File: src/rtl/led_select_ctrl_pkg.sv
// Shared constants and the select-step helper for the LED select controller.
// Hardware and simulation debounce limits live here so the top level and benches agree.
package led_select_ctrl_pkg;

    localparam int DEBOUNCE_LIMIT_HW  = 250000;
    localparam int DEBOUNCE_LIMIT_SIM = 4;

    typedef logic [1:0] sel_t;

    // Up steps +1 and down steps -1, both modulo 4. Coincident events cancel.
    function automatic sel_t sel_next(input sel_t sel, input logic up, input logic down);
        sel_t result;
        result = sel;
        if (up && !down) begin
            result = sel + 2'd1;
        end else if (down && !up) begin
            result = sel - 2'd1;
        end
        return result;
    endfunction

endpackage

File: src/rtl/led_select_ctrl_debounce_filter.sv
// Two-flop synchronizer followed by a counting debounce filter for one raw switch.
// The debounced level flips only after DEBOUNCE_LIMIT consecutive clocks of disagreement.
module debounce_filter
    import led_select_ctrl_pkg::*;
#(
    parameter int DEBOUNCE_LIMIT = DEBOUNCE_LIMIT_HW
) (
    input  logic i_Clk,
    input  logic i_Rst,
    input  logic i_Switch,
    output logic o_Switch
);

    localparam int              CW   = $clog2(DEBOUNCE_LIMIT);
    localparam logic [CW-1:0]   LAST = CW'(DEBOUNCE_LIMIT - 1);

    logic          sync_1;
    logic          sync_2;
    logic [CW-1:0] count;

    always_ff @(posedge i_Clk or posedge i_Rst) begin
        if (i_Rst) begin
            sync_1   <= 1'b0;
            sync_2   <= 1'b0;
            count    <= '0;
            o_Switch <= 1'b0;
        end else begin
            sync_1 <= i_Switch;
            sync_2 <= sync_1;
            // Any return to the current level discards the partial count.
            if (sync_2 == o_Switch) begin
                count <= '0;
            end else if (count == LAST) begin
                o_Switch <= sync_2;
                count    <= '0;
            end else begin
                count <= count + CW'(1);
            end
        end
    end

endmodule

File: src/rtl/led_select_ctrl.sv
// Turns debounced switch releases into a wrapping 2-bit LED select code.
// Switch 1 release steps up, switch 2 release steps down; a changed pulse marks each new code.
module led_select_ctrl
    import led_select_ctrl_pkg::*;
#(
    parameter int DEBOUNCE_LIMIT = DEBOUNCE_LIMIT_HW
) (
    input  logic i_Clk,
    input  logic i_Rst,
    input  logic i_Switch_1,
    input  logic i_Switch_2,
    output logic o_Select_0,
    output logic o_Select_1,
    output logic o_Select_Changed
);

    logic sw1_deb;
    logic sw2_deb;
    logic sw1_prev;
    logic sw2_prev;
    logic up_evt;
    logic down_evt;
    sel_t sel;
    logic changed;

    debounce_filter #(.DEBOUNCE_LIMIT(DEBOUNCE_LIMIT)) u_filter_1 (
        .i_Clk    (i_Clk),
        .i_Rst    (i_Rst),
        .i_Switch (i_Switch_1),
        .o_Switch (sw1_deb)
    );

    debounce_filter #(.DEBOUNCE_LIMIT(DEBOUNCE_LIMIT)) u_filter_2 (
        .i_Clk    (i_Clk),
        .i_Rst    (i_Rst),
        .i_Switch (i_Switch_2),
        .o_Switch (sw2_deb)
    );

    // Release (falling debounced level) is the action, so a held switch never repeats.
    assign up_evt   = sw1_prev & ~sw1_deb;
    assign down_evt = sw2_prev & ~sw2_deb;

    always_ff @(posedge i_Clk or posedge i_Rst) begin
        if (i_Rst) begin
            sw1_prev <= 1'b0;
            sw2_prev <= 1'b0;
            sel      <= 2'b00;
            changed  <= 1'b0;
        end else begin
            sw1_prev <= sw1_deb;
            sw2_prev <= sw2_deb;
            sel      <= sel_next(sel, up_evt, down_evt);
            changed  <= up_evt ^ down_evt;
        end
    end

    assign o_Select_0       = sel[0];
    assign o_Select_1       = sel[1];
    assign o_Select_Changed = changed;

endmodule

File: config.mk
export PLATFORM = sky130hd
export DESIGN_NAME = led_select_ctrl
export DESIGN_NICKNAME = d
export VERILOG_FILES = /design/src/rtl/led_select_ctrl_pkg.sv /design/src/rtl/led_select_ctrl_debounce_filter.sv /design/src/rtl/led_select_ctrl.sv
export SDC_FILE = /design/constraint.sdc
export NUM_CORES = 1
export LEC_CHECK = 0
export ABC_AREA = 1
export BUFFER_PORTS_ARGS = -buffer_cell sky130_fd_sc_hd__buf_2
export CAP_MARGIN = 5
export CORE_MARGIN = 4
export CORE_UTILIZATION = 60
export CTS_CLUSTER_SIZE = 30
export DETAILED_ROUTE_END_ITERATION = 8
export PLACE_DENSITY = 0.88
export SKIP_CTS_REPAIR_TIMING = 1
export SLEW_MARGIN = 15
export SYNTH_ARGS = -nofsm -noshare
export SYNTH_HDL_FRONTEND = slang
export SYNTH_SLANG_ARGS = --single-unit
File: constraint.sdc
create_clock -name i_Clk -period 3.9 [get_ports i_Clk]
set_input_delay 0.78 -clock i_Clk [delete_from_list [all_inputs] [get_ports i_Clk]]
set_output_delay 0.78 -clock i_Clk [all_outputs]
set_load 0.02 [all_outputs]
==> impl_metrics.tcl, run 1 <==
set metrics [dict create \
    ys_async_sr_fraction 1.00 \
    critPathMaxStageDelay_ps 430 \
    critPathTopFamily "flip-flops" \
    reg2reg_from "u_filter_1.count[0]$_DFF_PP0_" \
    place_area_um2 2510 \
    grt_pass1_wl_um 8320 \
    crit_path_end "o_Select_0" \
    status "finished, final reports clean" \
    rrSetupSlack_ps 2330 \
    wirelength_um 4640 \
    rsz0062_at_grt "false" \
    powerDensity_nw_per_um2 323 \
    vias 1869 \
    cp.required_ps 3120 \
    num-nets-final 311 \
    critPathSlowestCell "dfrtp_1" \
    rows 22 \
    dieWidth_um 71.6 \
    drc 0 \
    syn_area_um2 2430 \
    cts.clk_slew.worst_paths_ps 90 \
    grt_usage 0.205 \
    yosysWarnings 0 \
    crit_fanout 4 \
    startpoint "sel[0]$_DFFE_PP0P_" \
    reg2reg_depth 7 \
    yosys-top-cells-area "dfrtp_1 48%, nor2_1 10%, nand2_1 6.5%" \
    die_h_um 71.6 \
    drtPass1Iterations 4 \
    start_util 0.643 \
    core_area_um2 3770 \
    cp.depth 1 \
    r2r_end "u_filter_1.count[12]$_DFF_PP0_" \
    p_leak_uw 0.00117 \
    setup_tns_ps 0 \
    cts_buffers 5 \
    path_cells "buf_2" \
    clockRootBuffer "clkbuf_8" \
    cp-start-kind "flip-flop" \
    globalplace.congestion 0.879 \
    area_delta_synth_final_pct 7.58 \
    tritoncts "yes" \
    post_drt_wl_per_cell_um 13.1 \
    post-dp-hpwl_um 3450 \
    crit_path_end_kind "primary output" \
    max_slew_margin 0.374 \
    synthCells 292 \
    yosys-top-cells-count "67 x nor2_1, 47 x dfrtp_1, 42 x nand2_1" \
    ys_seq_elements 47 \
    yosysMostFrequentCell "nor2_1" \
    ys_seq_area_frac 0.485 \
    drtAntennaViolNets 0 \
    grt_max_degree 48 \
    yosys.area.top_type "dfrtp_1" \
    io_pins 7 \
    die-area_um2 5130 \
    hold_viol_final 0 \
    maxCapViolCount 0 \
    cts_buffer_depth 2 \
    worst_pin_slew_ps 938 \
    post-route-min-period_ps 1690 \
    synth_fp_nets 299 \
    max_freq_mhz 593 \
    gr-total-overflow 0 \
    synthDistinctLibCells 24 \
    drive_gt1_frac 0.128 \
    yosysTopAreaCellShare 0.485 \
    period_share 0.433 \
    cp_data_arrival_time_ps 910 \
    synth.avg_cell_area_um2 8.31 \
    htree_levels 2 \
    first_global_vias 1900 \
    synth_edf_count 0 \
    design_area_um2 2610 \
    antenna_cells 0 \
    path_class "flip-flop to primary output" \
    via_per_inst 5.29 \
    crit_buf_inv 1 \
    cts.sinks 47 \
    finalSetupViolCount 0 \
    peakVddDrop_mv 0.297 \
    antenna_found_initial 0 \
    min_path_type "flip-flop to flip-flop" \
    ys.flop_type "dfrtp_1" \
    finalMaxSlewViolations 0 \
    fin_skew_ps 10.6 \
    drt-initial-drc-count 155 \
    clock_latency_ps 310 \
    port_buffers 6 \
]
## where the power goes
group	internal, µW	switching, µW	leakage, µW
clock	145	168	0.0000474
combinational	7.97	22.0	0.000475
sequential	494	5.73	0.000642
total	647	195	0.00117
## cell type report
class                      instances  area (µm²)
multi-input combinational        209        1110
fill                             289        1160
inverter                          35         131
clock buffer                       6        82.6
timing repair buffer               6        30.0
clock inverter                     2        16.3
sequential                        47        1180
tap                               48        60.1
## through the flow
step	power, µW	util	std cells	setup slack, ps	hold slack (ps)
floorplan	531	-	292	2000	331
global placement	539	0.666	345	2250	333
detailed placement	541	0.666	345	2230	340
CTS	850	0.692	353	2200	359
global route	876	0.692	353	2180	368
finish	842	0.692	353	2210	357
## kinds of logic after synthesis
logic type                 after synthesis  synth area share
xor gates and xnor gates                22            0.0825
AOI/OAI and AO/OA                       12            0.0258
DFF                                     47             0.485
adders and majority gates                3            0.0155
buffers and inverters                   36            0.0562
and+or+nand+nor                        172             0.335
## sequential cells by signal (all words and copies together) (netlist names)
signal and cells:
o_Select_Changed 1, u_filter_2.sync_1 1, sw2_prev 1, u_filter_2.sync_2 1, sel 2, u_filter_1.sync_1 1, u_filter_2.o_Switch 1, u_filter_2.count 18
u_filter_1.o_Switch 1, sw1_prev 1, u_filter_1.count 18, u_filter_1.sync_2 1
## worst register-to-register path, cell delays in order, from the launching register on
cell and delay (ps):
dfrtp_1 390, ha_1 170, nand2_1 90, nor2_2 170, nand2_1 120, nor2_2 190
xor2_1 250, nor2_1 70
## cells in the final DEF, fill, tap and decap left out, types with 2 or more instances in the layout
cell type and count:
nand2_2 5, ha_1 3, inv_2 2, nand2_4 2, nand3_2 2, inv_1 33, nor2_4 5, nand3_1 27
dfrtp_1 47, o21ai_0 2, buf_2 6, clkbuf_8 6, o21ai_1 2, nand2_1 42, xor2_1 16, nor2_1 67
nor3_1 5, xnor2_1 5, nand4_1 8, nor2_2 7, a21oi_1 7
## worst min path at each step
stage	start	to	slack, ps	cells after the start
final	u_filter_2.sync_1$_DFF_PP0_	u_filter_2.sync_2$_DFF_PP0_	360	0
after global routing	u_filter_2.sync_1$_DFF_PP0_	u_filter_2.sync_2$_DFF_PP0_	370	0
after CTS	u_filter_2.sync_1$_DFF_PP0_	u_filter_2.sync_2$_DFF_PP0_	360	0
after detailed placement	u_filter_2.sync_1$_DFF_PP0_	u_filter_2.sync_2$_DFF_PP0_	340	0
after global placement	u_filter_1.sync_1$_DFF_PP0_	u_filter_1.sync_2$_DFF_PP0_	330	0
after floorplan	u_filter_1.sync_1$_DFF_PP0_	u_filter_1.sync_2$_DFF_PP0_	330	0
## per-layer routing
layer | vias up | share of wire | track usage | wire length, µm
met1 | 887 | 0.43 | 0.250 | 1980
li1 | 938 | - | - | -
met5 | - | 0 | 0 | 0
met2 | 38 | 0.52 | 0.352 | 2410
met3 | 6 | 0.038 | 0.0533 | 178
met4 | 0 | 0.014 | 0.0710 | 66
(Power assumes the default switching activity.)
==> inputs of run 2 (changes only) <==
clock period = 1.7 ns   (was 3.9 ns; I/O delays follow)
==> run 2 against run 1 <==
Worst hold slack worse by 310 ps. Sequential cell count is the same. Die area is the same. Global-route usage is 0.51 points lower. Combinational power grew to 2.5 times the previous value. Final area rose by 0.77%. Via count is 1.9% higher. Utilization up 0.53 points. Sequential share of layout area down 0.34 points. Critical endpoint is now u_filter_1.count[15]$_DFF_PP0_. Largest cell class unchanged.
==> impl_metrics.tcl, run 2 (synthesis gave the netlist of run 1 again) <==
set metrics [dict create \
    num-nets-final 312 \
    port_buffers 6 \
    hold_viol_final 0 \
    post-route-min-period_ps 1510 \
    utilization 0.697 \
    wirelength_um 4550 \
    max_slew_margin 0.733 \
    final_common_cell "nor2_1" \
    globalplace.congestion 0.904 \
    crit_path_end_kind "flip-flop" \
    rows 22 \
    clockRootBuffer "clkbuf_8" \
    path_class "flip-flop to flip-flop" \
    antenna_found_initial 0 \
    cts_buffer_depth 2 \
    p_leak_uw 0.00117 \
    grt_usage 0.200 \
    cts_buffers 5 \
    fin_skew_ps 12.3 \
    grt_max_degree 48 \
    post-dp-hpwl_um 3370 \
    drive_gt1_frac 0.131 \
    via_per_inst 5.38 \
    worst_pin_slew_ps 399 \
    setup_ws_ps 190 \
    finalSetupViolCount 0 \
    status "finished, final reports clean" \
    die-area_um2 5130 \
    finalMaxSlewViolations 0 \
    die_h_um 71.6 \
    gr-total-overflow 0 \
    final_cell_mix "67 x nor2_1, 47 x dfrtp_1, 42 x nand2_1" \
    cts.sinks 47 \
    area_delta_synth_final_pct 8.41 \
    clock_latency_ps 310 \
    rsz0062_at_grt "false" \
    crit_fanout 6 \
    drtPass1Iterations 7 \
    drtAntennaViolNets 0 \
    max_freq_mhz 662 \
    cts.clk_slew.worst_paths_ps 90 \
    start_util 0.643 \
    powerDensity_nw_per_um2 726 \
    rrSetupSlack_ps 190 \
    min_path_type "input port to async pin" \
    dieWidth_um 71.6 \
    antenna_cells 0 \
    drt-initial-drc-count 130 \
    io_pins 7 \
    top_regs "u_filter_1.count x18, u_filter_2.count x18, sel x2" \
    tritoncts "yes" \
    setup_tns_ps 0 \
    core_area_um2 3770 \
    drc 0 \
    grt_pass1_wl_um 8110 \
    place_ws_ps 182 \
    cp_data_arrival_time_ps 1700 \
    htree_levels 2 \
    cp-start-kind "flip-flop" \
    post_drt_wl_per_cell_um 12.9 \
    cp.required_ps 1890 \
    maxCapViolCount 0 \
    period_share 0.888 \
    vias 1905 \
    peakVddDrop_mv 0.439 \
    first_global_vias 1864 \
]
-- run 2: layout make-up --
| class | count | area (µm²) |
|---|---|---|
| Inverter | 35 | 131 |
| Timing Repair Buffer | 7 | 50.0 |
| Tap cell | 48 | 60.1 |
| Multi-Input combinational cell | 209 | 1120 |
| Clock inverter | 3 | 25.0 |
| Sequential cell | 47 | 1180 |
| Clock buffer | 5 | 68.8 |
| Fill cell | 287 | 1140 |
-- run 2: per-layer routing --
metal / wire length (µm) / GRT usage / part of all wire
met1: 1990 / 0.251 / 0.44
met3: 200 / 0.0435 / 0.044
met5: 0 / 0 / 0
met2: 2260 / 0.327 / 0.50
met4: 104 / 0.100 / 0.023
-- run 2: final timing paths --
check	start	endpoint	cells after the start
worst max-delay path	u_filter_1.count[0]$_DFF_PP0_	u_filter_1.count[15]$_DFF_PP0_	8
worst min-delay path	i_Rst	u_filter_2.count[3]$_DFF_PP0_	3
worst max register to register	u_filter_1.count[0]$_DFF_PP0_	u_filter_1.count[15]$_DFF_PP0_	8
worst min register to register	u_filter_2.sync_1$_DFF_PP0_	u_filter_2.sync_2$_DFF_PP0_	0
max in group asynchronous	i_Rst	u_filter_1.count[13]$_DFF_PP0_	3
min in group i_Clk	i_Switch_1	u_filter_1.sync_1$_DFF_PP0_	1
-- run 2: metrics by stage --
stage	hold WS [ps]	instances	power, µW	cell area (µm²)
floorplan	331	292	1220	2430
global placement	333	346	1240	2530
detailed placement	341	346	1250	2530
CTS	57.8	354	1930	2630
global route	75.6	354	1980	2630
finish	44.5	354	1910	2630
-- run 2: power by group --
group	switching (µW)	total (µW)	internal, µW
logic	51.9	75.6	23.7
registers	13.6	1150	1130
clock network	394	688	294
total	459	1910	1450
-- run 2: worst max-delay path, stage by stage (launching register included) --
cell and delay, ps:
dfrtp_1 400, ha_1 180, nand2_1 90, nor2_2 160, inv_1 90, nor2_2 170
nand2_2 140, nand3_1 120, nor2_1 60
